==> src/rtl/riscv_dbg_ctrl.sv <==
// riscv_dbg_ctrl: host debug command to RISC-V debug unit strobe/ack bridge.
// Owns the CPU halt state, auto-halts on breakpoint, rejects banked accesses
// while the CPU runs. Optional ack timeout: define RISCV_DBG_TIMEOUT_EN.
module riscv_dbg_ctrl #(
    parameter int XLEN          = 32,
    parameter int DBG_ADDR_SIZE = 16,
    parameter int TIMEOUT       = 255
) (
    input  logic                     clk,
    input  logic                     rstn,
    input  logic                     host_req,
    output logic                     host_gnt,
    input  logic [1:0]               host_cmd,
    input  logic [DBG_ADDR_SIZE-1:0] host_addr,
    input  logic [XLEN-1:0]          host_wdata,
    output logic                     host_rsp_vld,
    input  logic                     host_rsp_rdy,
    output logic [XLEN-1:0]          host_rsp_data,
    output logic                     host_rsp_err,
    output logic                     host_halted,
    output logic                     host_bp_halt,
    output logic                     dbg_stall,
    output logic                     dbg_strb,
    output logic                     dbg_we,
    output logic [DBG_ADDR_SIZE-1:0] dbg_addr,
    output logic [XLEN-1:0]          dbg_dati,
    input  logic [XLEN-1:0]          dbg_dato,
    input  logic                     dbg_ack,
    input  logic                     dbg_bp
);

    typedef enum logic [1:0] {S_IDLE, S_ACCESS, S_RESP} state_e;

    localparam logic [1:0] CMD_HALT   = 2'b10;
    localparam logic [1:0] CMD_RESUME = 2'b11;

    // Parameter sanity: the timeout counter is sized for 1..65535.
    if (TIMEOUT < 1 || TIMEOUT > 65535) begin : g_bad_timeout
        $error("riscv_dbg_ctrl: TIMEOUT out of range");
    end

    state_e                   state_q;
    logic                     halted_q, bp_halt_q;
    logic                     strb_q, we_q;
    logic [DBG_ADDR_SIZE-1:0] addr_q;
    logic [XLEN-1:0]          dati_q, rsp_data_q;
    logic                     rsp_vld_q, rsp_err_q;

    logic accept, cmd_rw, bank_ok, halt_acc, resume_acc;

`ifdef RISCV_DBG_TIMEOUT_EN
    localparam int TW = $clog2(TIMEOUT + 1);
    localparam logic [TW-1:0] TO_LAST = TW'(TIMEOUT - 1);
    logic [TW-1:0] cnt_q;
`endif

    // Command decode; bank 0 is always accessible, others only while halted.
    assign host_gnt   = (state_q == S_IDLE);
    assign accept     = host_req & host_gnt;
    assign cmd_rw     = ~host_cmd[1];
    assign bank_ok    = (host_addr[DBG_ADDR_SIZE-1:12] == '0) | halted_q;
    assign halt_acc   = accept & (host_cmd == CMD_HALT);
    assign resume_acc = accept & (host_cmd == CMD_RESUME);

    assign host_rsp_vld  = rsp_vld_q;
    assign host_rsp_data = rsp_data_q;
    assign host_rsp_err  = rsp_err_q;
    assign host_halted   = halted_q;
    assign host_bp_halt  = bp_halt_q;
    assign dbg_stall     = halted_q;
    assign dbg_strb      = strb_q;
    assign dbg_we        = we_q;
    assign dbg_addr      = addr_q;
    assign dbg_dati      = dati_q;

    // Halt state tracking and the IDLE/ACCESS/RESP access sequencer.
    always_ff @(posedge clk or negedge rstn) begin
        if (!rstn) begin
            state_q    <= S_IDLE;
            halted_q   <= 1'b0;
            bp_halt_q  <= 1'b0;
            strb_q     <= 1'b0;
            we_q       <= 1'b0;
            addr_q     <= '0;
            dati_q     <= '0;
            rsp_vld_q  <= 1'b0;
            rsp_data_q <= '0;
            rsp_err_q  <= 1'b0;
`ifdef RISCV_DBG_TIMEOUT_EN
            cnt_q      <= '0;
`endif
        end else begin
            // Resume beats a coincident breakpoint; an explicit halt clears
            // the breakpoint flag only when it actually halts a running CPU.
            if (resume_acc) begin
                halted_q <= 1'b0;
            end else if (halt_acc) begin
                if (!halted_q) begin
                    halted_q  <= 1'b1;
                    bp_halt_q <= 1'b0;
                end
            end else if (dbg_bp && !halted_q) begin
                halted_q  <= 1'b1;
                bp_halt_q <= 1'b1;
            end

            case (state_q)
                S_IDLE: begin
                    if (accept) begin
                        if (cmd_rw && bank_ok) begin
                            addr_q  <= host_addr;
                            we_q    <= host_cmd[0];
                            dati_q  <= host_wdata;
                            strb_q  <= 1'b1;
                            state_q <= S_ACCESS;
`ifdef RISCV_DBG_TIMEOUT_EN
                            cnt_q   <= '0;
`endif
                        end else begin
                            // Halt/resume complete at once; rejected access errors.
                            rsp_vld_q  <= 1'b1;
                            rsp_data_q <= '0;
                            rsp_err_q  <= cmd_rw;
                            state_q    <= S_RESP;
                        end
                    end
                end
                S_ACCESS: begin
                    if (dbg_ack) begin
                        strb_q     <= 1'b0;
                        rsp_vld_q  <= 1'b1;
                        rsp_data_q <= we_q ? '0 : dbg_dato;
                        rsp_err_q  <= 1'b0;
                        state_q    <= S_RESP;
                    end
`ifdef RISCV_DBG_TIMEOUT_EN
                    else if (cnt_q == TO_LAST) begin
                        // Strobe has been high TIMEOUT cycles with no ack.
                        strb_q     <= 1'b0;
                        rsp_vld_q  <= 1'b1;
                        rsp_data_q <= '0;
                        rsp_err_q  <= 1'b1;
                        state_q    <= S_RESP;
                    end else begin
                        cnt_q <= cnt_q + 1'b1;
                    end
`endif
                end
                S_RESP: begin
                    if (host_rsp_rdy) begin
                        rsp_vld_q <= 1'b0;
                        state_q   <= S_IDLE;
                    end
                end
                default: state_q <= S_IDLE;
            endcase
        end
    end

endmodule

==> config.mk <==
export PLATFORM = sky130hd
export DESIGN_NAME = riscv_dbg_ctrl
export DESIGN_NICKNAME = d
export VERILOG_FILES = /design/src/rtl/riscv_dbg_ctrl.sv
export SDC_FILE = /design/constraint.sdc
export NUM_CORES = 1
export LEC_CHECK = 0
export CAP_MARGIN = 15
export CELL_PAD_IN_SITES_DETAIL_PLACEMENT = 1
export CELL_PAD_IN_SITES_GLOBAL_PLACEMENT = 1
export CORE_MARGIN = 5
export CORE_UTILIZATION = 28
export CTS_CLUSTER_DIAMETER = 100
export DETAILED_ROUTE_END_ITERATION = 10
export GPL_TIMING_DRIVEN = 0
export MAX_ROUTING_LAYER = met4
export PLACE_DENSITY = 0.73
export SYNTH_ARGS = -nofsm -noshare
export SYNTH_HDL_FRONTEND = slang
export SYNTH_SLANG_ARGS = --single-unit
export TNS_END_PERCENT = 10
==> constraint.sdc <==
create_clock -name clk -period 1.8 [get_ports clk]
set_clock_uncertainty 0.1 [all_clocks]
set_input_delay 0.18 -clock clk [delete_from_list [all_inputs] [get_ports clk]]
set_output_delay 0.18 -clock clk [all_outputs]
set_load 0.02 [all_outputs]
==> flow_metrics.env <==
export IMPL_outcome="finished clean"
export IMPL_gr_total_overflow=0
export IMPL_cp_cell_sequence="clkdlybuf4s50_1, nor4_4, o2111ai_4, buf_12, buf_8, mux2_1"
export IMPL_worst_ir_drop_vdd_uv=892
export IMPL_worst_pin_slew_ns=0.522
export IMPL_swShare_pct=38.1
export IMPL_crit_path_end_kind="flip-flop"
export IMPL_clock_path_buffers=2
export IMPL_max_slew_margin_pct=65.2
export IMPL_ys_flop_type="dfrtp_1"
export IMPL_grt_usage_pct=16.5
export IMPL_rsz0062_at_grt="yes"
export IMPL_hp_class="in2async"
export IMPL_synth_largest_area_cell="dfrtp_1"
export IMPL_power_switching_mw=3.68
export IMPL_synthToLayoutAreaGrowth_pct=65.5
export IMPL_synth_seq_cells=88
export IMPL_drc=0
export IMPL_power_internal_mw=5.98
export IMPL_cts_tree="done"
export IMPL_p_leak_nw=2.47
export IMPL_power_density_mw_per_mm2=1550
export IMPL_syn_area_mm2=0.00376
export IMPL_die_area_mm2=0.0159
export IMPL_fp_dieW_um=126
export IMPL_slew_violations=0
export IMPL_nNetsFinal=609
export IMPL_fmax_mhz=565
export IMPL_finalHoldViolations=0
export IMPL_yosysMostFrequentCell="dfrtp_1"
export IMPL_avgViaCountPerCell=4.88
export IMPL_wl_mm=13.0
export IMPL_fp_row_count=42
export IMPL_tns_ns=0
export IMPL_crit_fanout=10
export IMPL_avgSynthCellArea_um2=11.5
export IMPL_dpl_cell_area_mm2=0.00576
export IMPL_hpwlAfterDp_mm=9.74
export IMPL_cts_htree_levels=3
export IMPL_slowest_delay_ns=0.47
export IMPL_netlist_top_cells_count="dfrtp_1, mux2_1, nand2_1, o21ai_1"
export IMPL_insertedDiodeCount=0
export IMPL_die_h_um=126
export IMPL_cts_root_buf="clkbuf_16"
export IMPL_synthDominantCellAreaShare_pct=58.5
export IMPL_io_pins=176
export IMPL_pwr_share_seq_pct=33.9
export IMPL_synth_distinct_cells=29
export IMPL_synth_nets=414
export IMPL_crit_buf_inv=3
export IMPL_antenna_found_initial=0
export IMPL_dr_pass1_iters=4
export IMPL_drtAntennaViolNets=0
export IMPL_worst_hold_slack_ns=0.249
export IMPL_start_kind="primary input"
export IMPL_instances_no_fill=701
export IMPL_critPathKind="in2reg"
export IMPL_stdcell_area_mm2=0.00623
export IMPL_port_buffers=175
export IMPL_ys_warnings_count=0
export IMPL_syn_instance_count=326
export IMPL_routabilityCongestion=0.738
export IMPL_clkPwrFrac_pct=17.8
export IMPL_post_route_period_util_pct=98.3
export IMPL_coreArea_mm2=0.0132
export IMPL_start_util_pct=28.5
export IMPL_crit_family="buffers and inverters"
export IMPL_vias=3419
export IMPL_grt_pass1_vias=3787
export IMPL_postLayoutCoreUtil_pct=47.2
export IMPL_cp_required_ns=1.93
export IMPL_cp_slowest_cell="clkdlybuf4s50_1"
export IMPL_wire_per_inst_um=18.5
export IMPL_cap_violations=0
export IMPL_synth_seq_area_share_pct=58.5
export IMPL_cts_sinks=88
export IMPL_synth_edf_count=0
export IMPL_grt_max_degree=52
export IMPL_drive_gt1_share_pct=9.71
export IMPL_grt_pass1_wl_mm=20.2
export IMPL_finalSetupViolCount=0
export IMPL_synthArstFlopShare_pct=100
export IMPL_place_inst=678
export IMPL_clock_latency_ns=0.35
export IMPL_cts_buffers=9
export IMPL_synthTopCellsByArea="dfrtp_1, mux2_1, o211ai_1"
export IMPL_clk_pin_slew_ns=0.06
export IMPL_cp_arrival_ns=1.90
export IMPL_drt_iter0_markers=137
export IMPL_min_period_ns=1.77
export IMPL_power_frac_comb_pct=48.2
-- metrics by stage --
step           total power [mW]  setup slack (ns)
6_report                   9.66            0.0302
5_1_grt                    10.2          -0.00730
4_1_cts                    9.65           -0.0438
3_5_place_dp               7.81            -0.632
3_3_place_gp               7.64             -2.97
2_1_floorplan              5.39             0.111
-- power groups by stage --
stage          Clock (mW)  Sequential [mW]  Combinational, mW
6_report             1.72             3.28               4.66
5_1_grt              1.87             3.39               4.95
4_1_cts              1.78             3.32               4.55
3_5_place_dp            0             3.30               4.51
3_3_place_gp            0             3.24               4.40
2_1_floorplan           0             4.18               1.21
-- logic make-up (layout without fill, tap and decap cells) --
group / after synthesis / after routing / share of synthesized area, %
flip-flops: 88 / 88 / 58.5
buffers and inverters: 31 / 230 / 3.46
AO/OA/AOI/OAI: 75 / 75 / 12.5
AND/OR/NAND/NOR: 80 / 80 / 10.0
multiplexers: 52 / 52 / 15.5
-- cells in the final DEF, fill, tap and decap left out, types with 2 or more instances in the layout --
cell type and instances:
nor2_1 4, clkbuf_4 3, buf_8 4, buf_1 2, dfrtp_2 2, inv_1 3
clkbuf_2 4, nand2_1 35, mux2_1 49, a21oi_1 2, o21ai_0 3, clkinv_4 2
buf_6 2, a211oi_1 2, clkinv_2 2, buf_2 4, o211ai_1 32, o21ai_1 33
clkbuf_16 10, clkdlybuf4s50_1 172, dfrtp_1 86, clkbuf_1 8, or3_1 2, buf_4 8
nand3_1 32
-- worst paths after layout --
check	startpoint	endpoint	slack, ns	cells past startpoint
min in group clk	dbg_dato[20]	host_rsp_data[20]	0.31	3
worst min-delay path	rstn	dbg_dati[12]	0.25	2
worst max-delay path	host_addr[13]	dbg_addr[11]	0.03	6
max in group asynchronous	rstn	dbg_stall	0.69	3
worst min register to register	dbg_dati[29]	dbg_dati[29]	0.39	1
worst max register to register	state_q[1]	dbg_addr[11]	0.07	6
-- sequential cells by signal (all words and copies together), names as in the netlist --
signal	count
dbg_dati	32
host_rsp_data	32
dbg_addr	16
state_q	2
dbg_stall	1
dbg_strb	1
dbg_we	1
host_bp_halt	1
host_rsp_err	1
host_rsp_vld	1
-- layer usage --
layer  GRT usage (%)  vias up  share of wire [%]
met3            6.99       13                7.7
li1                -     1575                  -
met2            26.9      120                 50
met5               -        -                  0
met4            3.79        0                1.1
met1            19.0     1711                 42
-- area by class of cell --
| class | instances | area (um2) |
|---|---|---|
| flip-flops and latches | 88 | 2200 |
| clock inverters | 5 | 35.0 |
| well taps | 176 | 220 |
| multi-input cells | 207 | 1470 |
| inverters | 4 | 15.0 |
| fillers | 1408 | 6960 |
| repair buffers | 185 | 1880 |
| plain buffers | 26 | 175 |
| clock buffers | 10 | 229 |
-- what timing repair did --
item                                    in CTS  in global routing
pin swaps                                    1                  1
cloned                                       0                  2
buffers inserted                             1                  5
hold buffers                                 1                  0
endpoints found under the hold margin       37                  0
gates resized for setup                     21                 22
endpoints found under the setup margin      84                 79
Power figures use the tool's default switching activity.
